`config.mk`:
```
export PLATFORM = sky130hd
export DESIGN_NAME = quicksort_ctrl
export DESIGN_NICKNAME = d
export VERILOG_FILES = /design/src/rtl/quicksort_ctrl.sv
export SDC_FILE = /design/constraint.sdc
export NUM_CORES = 1
export LEC_CHECK = 0
export BUFFER_PORTS_ARGS = -buffer_cell sky130_fd_sc_hd__buf_2
export CAP_MARGIN = 30
export CORE_MARGIN = 2
export CORE_UTILIZATION = 57
export DETAILED_ROUTE_END_ITERATION = 10
export PLACE_DENSITY_LB_ADDON = 0.25
export SLEW_MARGIN = 20
export SYNTH_ARGS = -nofsm -noshare
export SYNTH_HDL_FRONTEND = slang
export SYNTH_SLANG_ARGS = --single-unit
```
`constraint.sdc`:
```
create_clock -name clock -period 10.8 [get_ports clock]
set_input_delay 0.54 -clock clock [delete_from_list [all_inputs] [get_ports clock]]
set_output_delay 0.54 -clock clock [all_outputs]
set_load 0.05 [all_outputs]
```
`src/rtl/quicksort_ctrl.sv`:
```
// quicksort_ctrl: iterative quicksort initiator with an explicit {lo,hi} range stack
// Ports: clock/reset (sync, active-high); sort_start/array_in request a sort,
// sort_busy/sort_done/sort_err/array_sorted report it; part_* is the handshake
// with the partition engine (part_start pulse out, part_valid/part_array_ret/part_pivot back).
// Optional: define QS_TIMEOUT_EN to build a WAIT watchdog of TIMEOUT_CYC cycles.
module quicksort_ctrl #(
  parameter int ARR_WIDTH = 4,
  parameter int ELEM_W = 4,
  parameter int IDX_W = 4,
  parameter int STACK_DEPTH = 8,
  parameter int TIMEOUT_CYC = 64
) (
  input  logic                        clock,
  input  logic                        reset,
  input  logic                        sort_start,
  input  logic [ARR_WIDTH*ELEM_W-1:0] array_in,
  output logic                        sort_busy,
  output logic                        sort_done,
  output logic                        sort_err,
  output logic [ARR_WIDTH*ELEM_W-1:0] array_sorted,
  output logic [ARR_WIDTH*ELEM_W-1:0] part_array,
  output logic [IDX_W-1:0]            part_lo,
  output logic [IDX_W-1:0]            part_hi,
  output logic                        part_start,
  input  logic [ARR_WIDTH*ELEM_W-1:0] part_array_ret,
  input  logic                        part_valid,
  input  logic [IDX_W-1:0]            part_pivot
);
  localparam int AW = ARR_WIDTH * ELEM_W;
  localparam int SPW = $clog2(STACK_DEPTH + 1);
  localparam int TW = (STACK_DEPTH > 1) ? $clog2(STACK_DEPTH) : 1;
  typedef enum logic [2:0] {IDLE, LOAD, POP, ISSUE, WAIT, PUSH_R, PUSH_L, DONE} state_t;
  state_t state, next;
  logic [AW-1:0] work;
  logic [2*IDX_W-1:0] stk [STACK_DEPTH];
  logic [SPW-1:0] sp;
  logic [TW-1:0] rd, wr;
  logic [IDX_W-1:0] p, top_lo, top_hi;
  logic [IDX_W:0] p_inc;
  logic empty, full, want_r, want_l, bad_piv, tmo;
  assign rd = TW'(sp - SPW'(1));
  assign wr = TW'(sp);
  assign {top_lo, top_hi} = stk[rd];
  assign empty = sp == '0;
  assign full = sp == SPW'(STACK_DEPTH);
  // p+1 is one bit wider so p = 2^IDX_W-1 cannot wrap into a bogus right range
  assign p_inc = {1'b0, p} + (IDX_W + 1)'(1);
  assign want_r = p_inc < {1'b0, part_hi};
  assign want_l = p > part_lo;
  assign bad_piv = part_pivot < part_lo || part_pivot > part_hi;
  assign part_array = work;
`ifdef QS_TIMEOUT_EN
  localparam int CW = $clog2(TIMEOUT_CYC + 1);
  logic [CW-1:0] cnt;
  // Held at zero outside WAIT, so every entry into WAIT starts a fresh count
  always_ff @(posedge clock) cnt <= (reset || state != WAIT) ? '0 : cnt + CW'(1);
  assign tmo = cnt == CW'(TIMEOUT_CYC - 1);
`else
  assign tmo = 1'b0;
`endif
  always_ff @(posedge clock) state <= reset ? IDLE : next;
  always_comb begin
    next = state;
    part_start = state == ISSUE;
    sort_done = state == DONE;
    sort_busy = state != IDLE;
    case (state)
      IDLE:    next = sort_start ? LOAD : IDLE;
      LOAD:    next = POP;
      POP:     next = empty ? DONE : (top_hi > top_lo ? ISSUE : POP);
      ISSUE:   next = WAIT;
      WAIT:    next = part_valid ? (bad_piv ? DONE : PUSH_R) : (tmo ? DONE : WAIT);
      PUSH_R:  next = (want_r && full) ? DONE : PUSH_L;
      PUSH_L:  next = (want_l && full) ? DONE : POP;
      DONE:    next = IDLE;
      default: next = IDLE;
    endcase
  end
  always_ff @(posedge clock) begin
    if (reset) begin
      sp <= '0;
      work <= '0;
      p <= '0;
      part_lo <= '0;
      part_hi <= '0;
      sort_err <= 1'b0;
      array_sorted <= '0;
    end else begin
      case (state)
        IDLE: if (sort_start) begin
          work <= array_in;
          sort_err <= 1'b0;
          stk[0] <= {IDX_W'(0), IDX_W'(ARR_WIDTH - 1)};
          sp <= SPW'(1);
        end
        POP: if (!empty) begin
          sp <= sp - SPW'(1);
          if (top_hi > top_lo) begin
            part_lo <= top_lo;
            part_hi <= top_hi;
          end
        end
        WAIT: if (part_valid) begin
          if (bad_piv) sort_err <= 1'b1;
          else begin
            work <= part_array_ret;
            p <= part_pivot;
          end
        end else if (tmo) sort_err <= 1'b1;
        PUSH_R: if (want_r) begin
          if (full) sort_err <= 1'b1;
          else begin
            stk[wr] <= {IDX_W'(p_inc), part_hi};
            sp <= sp + SPW'(1);
          end
        end
        PUSH_L: if (want_l) begin
          if (full) sort_err <= 1'b1;
          else begin
            stk[wr] <= {part_lo, p - IDX_W'(1)};
            sp <= sp + SPW'(1);
          end
        end
        DONE: array_sorted <= work;
        default: ;
      endcase
    end
  end
endmodule

```
==> flow_metrics.py, run 1 <==
metrics = {
    "cts": {
        "cts_buffers": 17,
        "h-tree-depth": 4,
        "root_buffer": "clkbuf_8",
        "cts-resized-gates": 0,
        "cts_tree": "yes",
        "cts_setup_buffers": 0,
        "hold_buffers": 0,
        "worstSkewPairLatency_ps": 520,
        "path_clk_slew_ps": 60,
        "clock_path_buffers": 2,
        "cts.sink_count": 116,
    },
    "power_and_ir_drop": {
        "intPower_uw": 1080,
        "power_frac_clock_pct": 29.8,
        "ir_drop_v": 0.000150,
        "power.total_uw": 1750,
        "power_density_mw_per_mm2": 267,
        "leakage_uw": 0.00247,
        "share_seq_of_total_power_pct": 32.2,
        "switchingPower_uw": 674,
        "p_comb_share_pct": 38.1,
        "switching_share_pct": 38.5,
    },
    "run_status": {
        "status": "finished clean",
    },
    "worst_setup_path": {
        "rr_endpoint": "part_lo[3]$_SDFFE_PP0P_",
        "cp-start-kind": "register",
        "path_max_fanout": 25,
        "end_kind": "register",
        "cp.arrival_ps": 4360,
        "reg2reg_depth": 10,
        "cp_data_required_time_ps": 11210,
        "crit_type": "register to register",
        "r2r_slack_ps": 6860,
        "r2r_start": "sp[0]$_SDFFE_PP0P_",
    },
    "sta": {
        "fmax_mhz": 254,
        "rsz0062_at_grt": "no",
        "period_share_pct": 36.5,
        "skew_ps": 8.79,
        "max_slew.worst_pin.slew_ps": 920,
        "finalCriticalPeriod_ps": 3940,
        "setup_violations": 0,
        "totalNegativeSetupSlack_ps": 0,
        "drv_slew": 0,
        "finalWorstSetupSlack_ps": 6860,
        "max_slew_margin_pct": 38.4,
        "hold_viol": 0,
    },
    "floorplan": {
        "io_pins": 84,
        "die_y_um": 102,
        "core_area_mm2": 0.00928,
        "dieArea_mm2": 0.0104,
        "fp-row-count": 35,
        "die_x_um": 102,
        "start_util_pct": 59.0,
    },
    "grt": {
        "overflow": 0,
        "track_usage_pct": 26.2,
        "grt_util_met3_pct": 8.00,
        "grt_max_degree": 57,
        "met1_usage_pct": 34.3,
        "grt_pass1_wl_um": 20200,
        "busiest_layer": "met2",
        "antenna_found_initial": 0,
        "grt.met2_usage_pct": 42.4,
        "grt_pass1_vias": 3821,
    },
    "layout": {
        "layout_commonest_cell": "buf_2",
        "fin_nets": 609,
        "layout-drive-gt1-share_pct": 27.7,
        "seqCellArea_mm2": 0.00296,
        "multi_input_area_mm2": 0.00233,
        "syn2layout_area_growth_pct": 19.7,
        "fillers": 693,
        "finalNonFillerCells": 689,
        "n_antenna_cell": 0,
        "final_cell_mix": "buf_2 (84), edfxtp_1 (64), dfxtp_1 (52)",
        "fin_util_pct": 70.6,
    },
    "yosys": {
        "synth_nets": 528,
        "synthCells": 466,
        "synth_edf_count": 64,
        "async_reset_ff_share_pct": 0,
        "syn-cell-area_mm2": 0.00547,
        "ys_ff_latch": 116,
        "synthFlopType": "edfxtp_1",
        "ys_seq_area_share_pct": 54.1,
        "synth.distinct_cells": 58,
        "ys_warn_count": 0,
        "syn-mean-instance-area_um2": 11.7,
    },
    "place": {
        "dp_cells": 656,
        "place.gp.congestion": 0.960,
        "dp_hpwl_um": 8800,
        "post-place-ws_ps": 6880,
        "io_buffers": 83,
    },
    "job": {
        "cap_violations": 0,
    },
    "detailed_routing": {
        "vias": 4128,
        "drt_wl_total_um": 12800,
        "ant_nets": 0,
        "firstDrtPassIters": 5,
        "drc": 0,
        "via_per_inst": 5.99,
        "drtIter0Drc": 396,
        "wl_per_cell_um": 18.6,
    },
    "min_path": {
        "holdPathStages": 3,
        "hold_path.class": "input pin to register",
        "holdPathEnd": "p[0]$_SDFFE_PP0P_",
        "hp-start": "part_pivot[0]",
    },
}
## area by class of cell
class	count	share of cell area [%]
Inverter	17	0.974
Clock buffer	19	6.44
Multi-Input combinational cell	305	35.5
Sequential cell	116	45.2
Tap cell	129	2.46
Timing Repair Buffer	90	7.30
Clock inverter	13	2.04
## synthesized netlist by cell type (8+ instances only)
master / count / share of area (%)
inv_1: 13 / 0.89
dfxtp_1: 52 / 19
nor2_1: 45 / 3.1
a21oi_1: 27 / 2.5
nor3_1: 9 / 0.82
a211oi_1: 22 / 3.0
mux4_2: 16 / 6.6
nand3_1: 8 / 0.73
mux2i_1: 29 / 5.3
clkbuf_1: 13 / 0.89
buf_2: 10 / 0.91
nand2_1: 43 / 2.9
ha_1: 22 / 5.0
edfxtp_1: 64 / 35
o21ai_0: 8 / 0.73
## per-layer routing
layer | wire length (um) | up-vias
li1 | - | 1915
met1 | 5290 | 2000
met2 | 6380 | 191
met3 | 977 | 22
met4 | 201 | 0
met5 | 0 | -
## per-stage QoR
stage	hold slack, ps	instance area (um2)
2_1_floorplan	511	5470
3_3_place_gp	439	5950
3_5_place_dp	445	5970
4_1_cts	286	6530
5_1_grt	312	6550
6_report	294	6550
## power groups by stage
| stage | Clock [uW] | Combinational [uW] | Sequential [uW] |
|---|---|---|---|
| after global placement | 0 | 630 | 569 |
| final | 522 | 666 | 563 |
| after CTS | 527 | 660 | 562 |
| after detailed placement | 0 | 651 | 571 |
| after global routing | 550 | 720 | 571 |
| after floorplan | 0 | 444 | 643 |
## worst max-delay path, cell delays in order (launching register included)
cell	delay, ps
dfxtp_1	300
buf_4	360
inv_1	190
ha_1	810
mux4_2	400
mux2_2	300
ha_1	320
a41oi_1	290
o311a_1	520
nor2_1	100
a211oi_1	250
## worst max path at each step
stage                            start                 endpoint  slack, ps
floorplan           sp[0]$_SDFFE_PP0P_  part_lo[0]$_SDFFE_PP0P_       6990
global placement     p[0]$_SDFFE_PP0P_      stk[4][3]$_DFFE_PP_       6830
detailed placement  sp[0]$_SDFFE_PP0P_  part_hi[2]$_SDFFE_PP0P_       6880
CTS                 sp[0]$_SDFFE_PP0P_  part_lo[0]$_SDFFE_PP0P_       6850
global route        sp[0]$_SDFFE_PP0P_  part_lo[3]$_SDFFE_PP0P_       6500
finish              sp[0]$_SDFFE_PP0P_  part_lo[3]$_SDFFE_PP0P_       6860
## cells by family (layout without fill, tap and decap cells)
kind of cell	after synthesis	in the layout	synth area share (%)
AO/OA/AOI/OAI	94	94	11.9
AND/OR/NAND/NOR	133	133	11.4
adder cells (fa/ha/maj)	22	22	5.03
buffers and inverters	45	139	3.52
multiplexers	50	50	12.9
XOR/XNOR	6	6	1.10
flip-flops	116	116	54.1
## sequential cells by signal, indices dropped and copies added (netlist names)
| signal | flops |
|---|---|
| array_sorted | 16 |
| p | 4 |
| part_array | 16 |
| part_hi | 4 |
| part_lo | 4 |
| sort_err | 1 |
| sp | 4 |
| state | 3 |
| stk | 64 |
(Power assumes the default switching activity.)
==> run 2: changes to the inputs <==
- ABC_AREA: default -> 1
- CORE_UTILIZATION: 57 -> 52
- clock period: 10.8 -> 3.4 ns (I/O delays scaled with it)
==> flow_metrics.py, run 2 <==
metrics = {
    "run_status": {
        "status": "finished clean",
    },
    "yosys": {
        "ys_warn_count": 0,
        "syn-cell-area_mm2": 0.00587,
        "yosysMostFrequentCell": "nand2_1",
        "synth_commonest_cells": "nand2_1 (141), nor2_1 (106), o21ai_0 (67)",
        "syn-mean-instance-area_um2": 8.72,
        "ys_ff_latch": 116,
        "synthFlopType": "edfxtp_1",
        "synth_largest_area_cell": "edfxtp_1",
        "synthCells": 673,
        "synth_nets": 735,
        "ys_seq_area_share_pct": 50.5,
        "synth.distinct_cells": 37,
        "async_reset_ff_share_pct": 0,
        "synth_top_area_share_pct": 32.8,
        "synth_edf_count": 64,
        "synth_area_leaders": "edfxtp_1 (33%), dfxtp_1 (18%), nand2_1 (9.0%), nor2_1 (6.8%), o21ai_0 (5.7%)",
    },
    "sta": {
        "fmax_mhz": 332,
        "hold_viol": 0,
        "max_slew.worst_pin.slew_ps": 723,
        "totalNegativeSetupSlack_ps": 0,
        "period_share_pct": 88.7,
        "rsz0062_at_grt": "no",
        "skew_ps": 7.29,
        "drv_slew": 0,
        "max_slew_margin_pct": 51.6,
        "finalCriticalPeriod_ps": 3020,
        "setup_violations": 0,
    },
    "cts": {
        "cts_tree": "yes",
        "root_buffer": "clkbuf_16",
        "worstSkewPairLatency_ps": 420,
        "cts.sink_count": 116,
        "cts_buffers": 17,
        "clock_path_buffers": 2,
        "path_clk_slew_ps": 60,
        "h-tree-depth": 4,
    },
    "layout": {
        "layout-drive-gt1-share_pct": 22.5,
        "syn2layout_area_growth_pct": 18.9,
        "top_register": "stk",
        "final_area_mm2": 0.00697,
        "seqCellArea_mm2": 0.00296,
        "fillers": 908,
        "multi_input_area_mm2": 0.00249,
        "largest_reg_flops": 64,
        "n_antenna_cell": 0,
        "final_cell_mix": "nand2_1 (141), nor2_1 (106), buf_2 (83)",
        "fin_nets": 824,
        "layout_commonest_cell": "nand2_1",
    },
    "power_and_ir_drop": {
        "power_density_mw_per_mm2": 949,
        "leakage_uw": 0.00305,
        "ir_drop_v": 0.000561,
    },
    "grt": {
        "busiest_layer": "met2",
        "grt_max_degree": 39,
        "grt.met2_usage_pct": 37.9,
        "antenna_found_initial": 0,
        "grt_util_met3_pct": 6.06,
        "track_usage_pct": 24.7,
        "grt_pass1_vias": 4626,
        "met1_usage_pct": 33.8,
        "overflow": 0,
        "grt_pass1_wl_um": 22600,
    },
    "worst_setup_path": {
        "end_kind": "register",
        "cp-start-kind": "register",
        "path_max_fanout": 12,
        "cp_data_required_time_ps": 3740,
        "crit_type": "register to register",
        "cp.arrival_ps": 3360,
        "reg2reg_depth": 15,
    },
    "detailed_routing": {
        "wl_per_cell_um": 15.8,
        "ant_nets": 0,
        "firstDrtPassIters": 5,
        "vias": 4961,
        "drt_wl_total_um": 14500,
        "via_per_inst": 5.42,
        "drtIter0Drc": 396,
        "drc": 0,
    },
    "place": {
        "placed_cell_area_mm2": 0.00633,
        "dp_hpwl_um": 9830,
        "place.gp.congestion": 0.913,
        "io_buffers": 83,
    },
    "min_path": {
        "hold_path.class": "input pin to register",
        "holdPathStages": 3,
    },
    "floorplan": {
        "io_pins": 84,
        "dieArea_mm2": 0.0121,
        "start_util_pct": 53.6,
        "core_area_mm2": 0.0109,
        "fp-row-count": 38,
        "die_x_um": 110,
        "die_y_um": 110,
    },
    "job": {
        "cap_violations": 0,
    },
}
run 2: what timing repair did:
item | 4_1_cts | 5_1_grt
hold buffers | 0 | 0
gates resized for setup | 0 | 2
endpoints found under the setup margin | 0 | 9
setup buffers | 0 | 4
run 2: cell families after synthesis:
group / share of synthesized area, %
flip-flops: 50.5
adder cells (fa/ha/maj): 4.69
AO/OA/AOI/OAI: 12.3
AND/OR/NAND/NOR: 24.3
XOR/XNOR: 1.22
buffers and inverters: 7.00
run 2: power by group:
group          internal [uW]  switching, uW
Combinational            889           2090
Sequential              1640            182
Clock                   1150            663
run 2: layout make-up:
class	instances	area share, %
inverters	55	3.12
repair buffers	97	7.46
clock inverters	15	2.57
multi-input cells	475	35.7
clock buffers	17	6.10
well taps	140	2.51
flip-flops and latches	116	42.5
run 2: worst paths after layout:
kind	from	endpoint	slack, ps
max	sp[1]$_SDFFE_PP0P_	part_lo[2]$_SDFFE_PP0P_	380
min	part_pivot[0]	p[0]$_SDFFE_PP0P_	40
max reg2reg	sp[1]$_SDFFE_PP0P_	part_lo[2]$_SDFFE_PP0P_	380
min reg2reg	part_array[5]$_SDFFE_PP0P_	part_array[5]$_SDFFE_PP0P_	480
run 2: worst max-delay path: stages, from the launching register on:
cell and delay [ps]:
dfxtp_1 480, inv_1 140, ha_1 360, clkinvlp_4 230, buf_4 220, o21ai_0 70
o22ai_1 100, nand2_1 80, nand2_1 120, ha_1 320, a21oi_1 70, o21ai_1 180
nand3_2 160, inv_2 170, o21ai_0 90, a21oi_1 140
run 2: stage by stage:
step / setup WS (ps) / hold slack [ps] / std cells / total power [uW] / util, %
final: 385 / 41.1 / 915 / 6620 / 63.8
after global routing: 91.0 / 60.0 / 915 / 7040 / 63.8
after CTS: 135 / 30.6 / 911 / 6550 / 63.5
after detailed placement: 158 / 460 / 879 / 4710 / 57.9
after global placement: 325 / 462 / 879 / 4620 / 57.9
after floorplan: 356 / 330 / 673 / 4130 / -
run 2: metal layers:
metal,routed length (um),vias up
met3,954,25
met4,279,0
li1,-,2438
met1,6450,2316
met2,6760,182
met5,0,-
==> run 3: changes to the inputs <==
- MAX_ROUTING_LAYER: default -> met4
==> flow_metrics.py, run 3 (synthesized netlist as in run 2, its figures left out) <==
metrics = {
    "run_status": {
        "status": "finished clean",
    },
    "layout": {
        "top_register": "stk",
        "layout_commonest_cell": "nand2_1",
        "final_area_mm2": 0.00697,
        "fin_nets": 824,
        "syn2layout_area_growth_pct": 18.9,
        "largest_reg_flops": 64,
        "n_antenna_cell": 0,
        "layout-drive-gt1-share_pct": 22.5,
        "final_cell_mix": "nand2_1 (141), nor2_1 (106), buf_2 (83)",
    },
    "grt": {
        "track_usage_pct": 25.4,
        "grt_pass1_wl_um": 22500,
        "grt_pass1_vias": 4628,
        "antenna_found_initial": 0,
        "grt_max_degree": 39,
        "overflow": 0,
    },
    "detailed_routing": {
        "vias": 4992,
        "drtIter0Drc": 381,
        "drt_wl_total_um": 14500,
        "wl_per_cell_um": 15.8,
        "via_per_inst": 5.46,
        "firstDrtPassIters": 5,
        "drc": 0,
        "ant_nets": 0,
    },
    "floorplan": {
        "start_util_pct": 53.6,
        "fp-row-count": 38,
        "die_y_um": 110,
        "core_area_mm2": 0.0109,
        "dieArea_mm2": 0.0121,
        "die_x_um": 110,
        "io_pins": 84,
    },
    "cts": {
        "root_buffer": "clkbuf_16",
        "cts_tree": "yes",
        "cts_buffers": 17,
        "worstSkewPairLatency_ps": 420,
        "h-tree-depth": 4,
        "hold_buffers": 0,
        "path_clk_slew_ps": 60,
        "clock_path_buffers": 2,
        "cts.sink_count": 116,
    },
    "sta": {
        "drv_slew": 0,
        "period_share_pct": 90.1,
        "totalNegativeSetupSlack_ps": 0,
        "hold_viol": 0,
        "finalCriticalPeriod_ps": 3060,
        "fmax_mhz": 326,
        "rsz0062_at_grt": "no",
        "max_slew_margin_pct": 50.8,
        "max_slew.worst_pin.slew_ps": 735,
        "finalWorstSetupSlack_ps": 335,
        "setup_violations": 0,
        "skew_ps": 6.91,
    },
    "worst_setup_path": {
        "cp.arrival_ps": 3410,
        "reg2reg_depth": 15,
        "crit_chain": "inv_1 > ha_1 > clkinvlp_4 > buf_4 > o21ai_0 > o22ai_1 > nand2_1 > nand2_1 > ha_1 > a21oi_1 > o21ai_1 > nand3_2 > inv_2 > o21ai_0 > a21oi_1",
        "path_max_fanout": 12,
        "crit_type": "register to register",
        "r2r_start": "sp[1]$_SDFFE_PP0P_",
        "end_kind": "register",
        "cp-start-kind": "register",
        "cp_data_required_time_ps": 3740,
        "crit_slowest_cell": "dfxtp_1",
        "r2r_slack_ps": 340,
        "max_stage_delay_ps": 480,
        "rr_endpoint": "part_lo[2]$_SDFFE_PP0P_",
    },
    "power_and_ir_drop": {
        "power.total_uw": 6630,
        "power_density_mw_per_mm2": 951,
        "leakage_uw": 0.00305,
        "ir_drop_v": 0.000559,
    },
    "min_path": {
        "hp-start": "part_pivot[0]",
        "holdPathEnd": "p[0]$_SDFFE_PP0P_",
        "holdPathStages": 3,
        "hold_path.class": "input pin to register",
    },
    "place": {
        "placed_cell_area_mm2": 0.00633,
        "post-place-ws_ps": 158,
        "io_buffers": 83,
        "place.gp.congestion": 0.928,
        "dp_hpwl_um": 9830,
    },
    "job": {
        "cap_violations": 0,
    },
}
## run 3: timing repair
action	CTS	global route
buffers inserted	0	4
setup endpoints to repair	0	9
resized for setup	0	2
## run 3: final cells by class
cell class | instances | area, um2
clock buffer | 17 | 425
clock inverter | 15 | 179
multi-input combinational | 475 | 2490
fill | 908 | 3960
tap | 140 | 175
sequential | 116 | 2960
inverter | 55 | 218
timing repair buffer | 97 | 520
## run 3: critical path: cells and delay by family, from the launching register on
family                   cells  cell delay, ps
flip-flops                   1             480
AND/OR/NAND/NOR              3             370
buffers and inverters        4             770
AO/OA/AOI/OAI                6             690
adder cells (fa/ha/maj)      2             680
## run 3: worst max path at each step
stage	from	to	slack [ps]	cells after the start
6_report	sp[1]$_SDFFE_PP0P_	part_lo[2]$_SDFFE_PP0P_	340	15
4_1_cts	sp[1]$_SDFFE_PP0P_	part_lo[2]$_SDFFE_PP0P_	140	15
3_5_place_dp	sp[1]$_SDFFE_PP0P_	part_lo[2]$_SDFFE_PP0P_	160	15
2_1_floorplan	sp[0]$_SDFFE_PP0P_	part_lo[1]$_SDFFE_PP0P_	360	20
3_3_place_gp	sp[1]$_SDFFE_PP0P_	part_lo[3]$_SDFFE_PP0P_	320	16
5_1_grt	sp[1]$_SDFFE_PP0P_	part_lo[3]$_SDFFE_PP0P_	90	16
## run 3: metal layers
metal | routed length [um] | up-vias | global-route usage (%)
met3 | 995 | 25 | 5.58
li1 | - | 2440 | -
met1 | 6390 | 2325 | 33.6
met4 | 275 | 0 | 10.4
met2 | 6820 | 202 | 38.1
met5 | 0 | - | -
## run 3: metrics by stage
| stage | hold WS (ps) | cells | util, % |
|---|---|---|---|
| floorplan | 330 | 673 | - |
| global placement | 462 | 879 | 57.9 |
| detailed placement | 460 | 879 | 57.9 |
| CTS | 30.6 | 911 | 63.5 |
| global route | 60.0 | 915 | 63.8 |
| finish | 43.6 | 915 | 63.8 |
## run 3: power breakdown
group,internal [uW],switching [uW]
combinational,889,2100
clock,1150,664
sequential,1640,182
total,3680,2950
